--- src/rtl/req_sched_pkg.sv ---
// Shared types and constants for the request/phase scheduler and its helpers.
package req_sched_pkg;

   typedef enum logic [1:0] {
      IDLE    = 2'd0,
      ARB     = 2'd1,
      GRANT   = 2'd2,
      RELEASE = 2'd3
   } sched_state_t;

   localparam int         DEF_NUM_REQ  = 7;
   localparam int         DEF_PHASES   = 4;
   localparam int         DEF_HOLD_MAX = 3;
   localparam int         DEF_CNT_W    = 2;
   localparam logic [3:0] PHASE_RESET  = 4'b0001;

   // Modular step used by the round-robin search; base is always below n.
   function automatic int wrap_add(input int base, input int off, input int n);
      return (base + off) % n;
   endfunction

endpackage

--- src/rtl/req_phase_scheduler_rr_pick.sv ---
// Combinational round-robin picker: first set request after last_ptr, wrapping.
module rr_pick
   import req_sched_pkg::*;
#(
   parameter int NUM_REQ = DEF_NUM_REQ,
   parameter int IDX_W   = $clog2(NUM_REQ)
) (
   input  logic [NUM_REQ-1:0] req,
   input  logic [IDX_W-1:0]   last_ptr,
   output logic [NUM_REQ-1:0] onehot,
   output logic [IDX_W-1:0]   index,
   output logic               any
);

   logic [IDX_W-1:0] cand_s;
   logic             hit_s;

   // Walk offsets 1..NUM_REQ; the first hit latches and later hits are masked by any.
   always_comb begin
      onehot = '0;
      index  = '0;
      any    = 1'b0;
      cand_s = '0;
      hit_s  = 1'b0;
      for (int off = 1; off <= NUM_REQ; off++) begin
         cand_s         = IDX_W'(wrap_add(int'(last_ptr), off, NUM_REQ));
         hit_s          = req[cand_s] & ~any;
         onehot[cand_s] = hit_s;
         index          = hit_s ? cand_s : index;
         any            = any | req[cand_s];
      end
   end

endmodule

--- src/rtl/req_phase_scheduler.sv ---
// Command-slot scheduler: phase ring, round-robin arbitration and grant hold with timeout.
module req_phase_scheduler
   import req_sched_pkg::*;
#(
   parameter int NUM_REQ  = DEF_NUM_REQ,
   parameter int PHASES   = DEF_PHASES,
   parameter int HOLD_MAX = DEF_HOLD_MAX,
   parameter int CNT_W    = DEF_CNT_W
) (
   input  logic               clk,
   input  logic               rst,
   input  logic               en,
   input  logic [NUM_REQ-1:0] req,
   input  logic               ack,
   output logic [PHASES-1:0]  phase,
   output logic [NUM_REQ-1:0] grant,
   output logic               grant_valid,
   output logic               busy,
   output logic               idle_req,
   output logic               timeout
);

   localparam int                IDX_W    = $clog2(NUM_REQ);
   localparam logic [PHASES-1:0] PH_INIT  = PHASES'(PHASE_RESET);
   localparam logic [IDX_W-1:0]  PTR_INIT = IDX_W'(NUM_REQ - 1);
   localparam logic [CNT_W-1:0]  HOLD_END = CNT_W'(HOLD_MAX - 1);

   sched_state_t       state_r;
   logic [CNT_W-1:0]   hold_cnt_r;
   logic [IDX_W-1:0]   last_ptr_r;
   logic [NUM_REQ-1:0] pick_onehot_s;
   logic [IDX_W-1:0]   pick_index_s;
   logic               pick_any_s;

   rr_pick #(
      .NUM_REQ (NUM_REQ),
      .IDX_W   (IDX_W)
   ) u_rr_pick (
      .req      (req),
      .last_ptr (last_ptr_r),
      .onehot   (pick_onehot_s),
      .index    (pick_index_s),
      .any      (pick_any_s)
   );

   // Scheduler FSM with phase ring, hold counter and every output registered here.
   always_ff @(posedge clk or posedge rst) begin
      if (rst) begin
         state_r     <= IDLE;
         hold_cnt_r  <= '0;
         last_ptr_r  <= PTR_INIT;
         phase       <= PH_INIT;
         grant       <= '0;
         grant_valid <= 1'b0;
         busy        <= 1'b0;
         idle_req    <= 1'b1;
         timeout     <= 1'b0;
      end else begin
         idle_req <= ~|req;
         timeout  <= 1'b0;
         if (en) begin
            phase <= {phase[PHASES-2:0], phase[PHASES-1]};
         end else begin
            phase <= phase;
         end

         case (state_r)
            IDLE: begin
               if (en && phase[0] && |req) begin
                  state_r <= ARB;
                  busy    <= 1'b1;
               end else begin
                  state_r <= IDLE;
                  busy    <= 1'b0;
               end
            end

            // Requests may have dropped since entry; an empty pick aborts quietly.
            ARB: begin
               if (pick_any_s) begin
                  grant       <= pick_onehot_s;
                  grant_valid <= 1'b1;
                  last_ptr_r  <= pick_index_s;
                  hold_cnt_r  <= '0;
                  state_r     <= GRANT;
               end else begin
                  state_r <= IDLE;
                  busy    <= 1'b0;
               end
            end

            GRANT: begin
               hold_cnt_r <= hold_cnt_r + CNT_W'(1);
               if (ack) begin
                  grant       <= '0;
                  grant_valid <= 1'b0;
                  state_r     <= RELEASE;
               end else if (hold_cnt_r == HOLD_END) begin
                  grant       <= '0;
                  grant_valid <= 1'b0;
                  timeout     <= 1'b1;
                  state_r     <= RELEASE;
               end else begin
                  state_r <= GRANT;
               end
            end

            RELEASE: begin
               hold_cnt_r <= '0;
               busy       <= 1'b0;
               state_r    <= IDLE;
            end

            default: begin
               grant       <= '0;
               grant_valid <= 1'b0;
               busy        <= 1'b0;
               hold_cnt_r  <= '0;
               state_r     <= IDLE;
            end
         endcase
      end
   end

endmodule

--- config.mk ---
export PLATFORM = sky130hd
export DESIGN_NAME = req_phase_scheduler
export DESIGN_NICKNAME = d
export VERILOG_FILES = /design/src/rtl/req_sched_pkg.sv /design/src/rtl/req_phase_scheduler_rr_pick.sv /design/src/rtl/req_phase_scheduler.sv
export SDC_FILE = /design/constraint.sdc
export NUM_CORES = 1
export LEC_CHECK = 0
export ABC_AREA = 1
export CAP_MARGIN = 20
export CORE_MARGIN = 8
export CORE_UTILIZATION = 38
export DETAILED_ROUTE_END_ITERATION = 16
export PLACE_DENSITY = 0.66
export SETUP_SLACK_MARGIN = 0.05
export SLEW_MARGIN = 10
export SYNTH_ARGS = -nofsm -noshare
export SYNTH_HDL_FRONTEND = slang
export SYNTH_HIERARCHICAL = 1
export SYNTH_SLANG_ARGS = --single-unit
--- constraint.sdc ---
create_clock -name clk -period 10.85 [get_ports clk]
set_clock_uncertainty 0.1 [all_clocks]
set_input_delay 2.17 -clock clk [delete_from_list [all_inputs] [get_ports clk]]
set_output_delay 2.17 -clock clk [all_outputs]
set_load 0.01 [all_outputs]
==> impl_metrics.yaml <==
final_layout:
  fill_cells: 1030
  diodes: 0
  area_growth_pct: 11.74
  finalNetCount: 695
  drive_gt1_share_pct: 11.65
  final_cell_mix: "217 x nand2_1, 83 x nand3_1, 79 x inv_1, 49 x nor2_1, 25 x clkdlybuf4s50_1"
  final_common_cell: "nand2_1"
sta:
  slew_headroom_pct: 47.10
  grt_setup_unrepaired: "false"
  fmax_mhz: 192.7
  final_max_slew_viol_count: 0
  finalHoldViolCount: 0
  finalSetupViolCount: 0
  fin_tns_setup_ps: 0
  worst_pin_slew_ps: 792.6
  fin_crit_sh_pct: 47.83
  finalCriticalPeriod_ps: 5190
detailed_routing:
  first_pass_iters: 5
  routed_wl_um: 10600
  drt-wirelength-per-cell_um: 13.35
  drt-initial-drc-count: 283
  route.met2.wl_um: 4857
  vias: 4081
  via_per_inst: 5.140
  met1_length_um: 4884
  route.detailed.drc: 0
  highest_layer: "met4"
  drtAntennaViolNets: 0
  dr_wl_met3_um: 593
run_status:
  outcome: "finished, final reports clean"
synthesis:
  syn_area_um2: 3689
  synthSimpleGateAreaFrac_pct: 54.04
  synth.distinct_cells: 40
  synthXorXnorAreaFrac_pct: 1.628
  seq_area_frac_synth_pct: 15.06
  synthesis.nets: 671
  synth_top_family_by_area: "simple AND/OR/NAND/NOR gates"
  syn_area_per_cell_um2: 5.781
  yosys-top-cells-area: "nand2_1 22%, dfrtp_1 12%, nand3_1 11%, inv_1 8.0%, ha_1 7.5%"
  yosysWarnings: 6
  synth_compound_area_share_pct: 10.89
  synth_top_area_share_pct: 22.08
  synthAdderAreaFrac_pct: 7.463
  synth.largest_area_cell: "nand2_1"
  synth_mux_area_share_pct: 0.3053
  synth_seq_cells: 22
  synth_cells: 638
flow_run:
  cap_viol_max_count: 0
clocking:
  cts_buffers: 3
  hold_buffers: 0
  path_clk_slew_ps: 70
  tritoncts: "done"
  htreeDepth: 1
  clk_latency_ps: 260
  cts.sinks: 22
  root_buffer: "clkbuf_8"
  clockBufferDepth: 2
  cts_resized: 0
  post_cts_buffers: 0
floorplanning:
  die_w_um: 114.5
  rows: 36
  die_area_um2: 13110
  die_h_um: 114.5
  ios: 26
  initial_utilization_pct: 38.45
  core-area_um2: 9594
setup_path:
  cp.arrival_ps: 5230
  crit_fanout: 22
  rr_endpoint: "busy"
  critPathRequiredTime_ps: 10890
  path_class: "register to register"
  crit_slowest_cell: "dfrtp_1"
  cp_common_cell: "nand2_1"
  worstSetupStartpointType: "register"
  reg2reg_from: "last_ptr_r[0]"
  slowest_delay_ps: 830
  ff2ff_setup_slack_ps: 5660
  path_cells: "inv_1, ha_1, inv_2, ha_1, ha_1, nor3_1, nand3_1, o21ai_2, nand2_2, nand2_1, nand2_1, nand3_1, nand2_1, nand2_1, nand2_4, nor3_4, nand4_1, nand2_1, nor2_2, inv_2, nand2_1, nand2_1, nand2_1"
  cp-end-kind: "register"
  reg2reg_depth: 23
min_path:
  min_to: "grant_valid"
  holdPathStages: 2
  hold_class: "register to register"
  min_from: "grant_valid"
placed_design:
  gp_congestion: 0.9459
  io_buffers: 25
  post-dp-hpwl_um: 8810
global_routing:
  gr-total-overflow: 0
  grt_antenna_before_repair: 0
  first_global_vias: 3910
  grt_pass1_wl_um: 17950
  grt_usage_pct: 16.41
  grt_start_max_net_pins: 23
[flip-flops by register name, indices dropped and copies added (netlist names), named ones only]
signal / cells
busy: 1
grant: 7
grant_valid: 1
hold_cnt_r: 2
idle_req: 1
last_ptr_r: 3
phase: 4
state_r: 1
timeout: 1
[area by class of cell]
type	instances	area (um2)	area share (%)
Multi-Input combinational cell	516	2741	66.51
Sequential cell	22	555.5	13.48
Inverter	94	352.8	8.561
Timing Repair Buffer	25	250.2	6.072
Tap cell	133	166.4	4.038
Clock buffer	4	55.05	1.336
[cell families after synthesis]
family,after synthesis
AOI/OAI and AO/OA,63
xor gates and xnor gates,6
adders and majority gates,22
buffers and inverters,100
DFF,22
muxes,1
and+or+nand+nor,424
[synth_stat cells]
master and n:
buf_6 1, nand2_2 15, dfstp_2 4, o21bai_1 1, nand2_1 217, nor2_2 7
o21ai_0 12, nand3_2 12, buf_2 1, nor3_4 1, xor2_1 5, buf_1 1
mux2_1 1, a21oi_2 5, dfrtp_1 18, o21ai_1 9, o21ai_4 2, a21boi_1 4
nand3_1 83, buf_4 2, xnor2_2 1, o21ai_2 5, a21oi_1 15, o22ai_1 6
inv_2 13, a21boi_0 1, clkinv_1 2, and2_1 1, nor2_8 2, nand2_4 3
nor3_1 23, nand3b_1 3, a31oi_1 3, nand4_1 5, nor2_1 49, nand3_4 2
nand4_4 1, clkbuf_1 1, inv_1 79, ha_1 22
[worst max-delay path, delay by kind of cell, from the launching register on]
| family | cells | cell delay [ps] |
|---|---|---|
| AND/OR/NAND/NOR | 16 | 1880 |
| AO/OA/AOI/OAI | 1 | 110 |
| buffers and inverters | 3 | 870 |
| flip-flops | 1 | 830 |
| adder cells (fa/ha/maj) | 3 | 1270 |
[worst max path at each step]
stage,startpoint,endpoint,slack [ps],cells after the start
global placement,last_ptr_r[0],grant[2],5910,23
CTS,last_ptr_r[0],busy,5730,23
global route,last_ptr_r[0],busy,5190,24
finish,last_ptr_r[0],busy,5660,23
floorplan,last_ptr_r[0],grant[0],6890,25
detailed placement,last_ptr_r[0],busy,5770,23
[layer usage]
| metal | GRT usage [%] | vias to the layer above |
|---|---|---|
| met5 | 0 | - |
| met4 | 5.856 | 0 |
| met3 | 1.424 | 19 |
| met2 | 27.99 | 129 |
| met1 | 20.99 | 1821 |
| li1 | - | 2112 |
[per-stage QoR]
stage / util, % / worst slack (ps) / hold slack [ps] / cells / instance area, um2
after floorplan: - / 6893 / 347.1 / 638 / 3689
after global placement: 42.38 / 5913 / 357.3 / 790 / 4066
after detailed placement: 42.38 / 5766 / 362.1 / 790 / 4066
after CTS: 42.96 / 5734 / 380.8 / 794 / 4121
after global routing: 42.96 / 5190 / 413.7 / 794 / 4121
final: 42.96 / 5660 / 376.7 / 794 / 4121
Power is left out: the tool's default activity adds up to more than one toggle a clock period on the data nets, which glitch-free logic cannot reach.
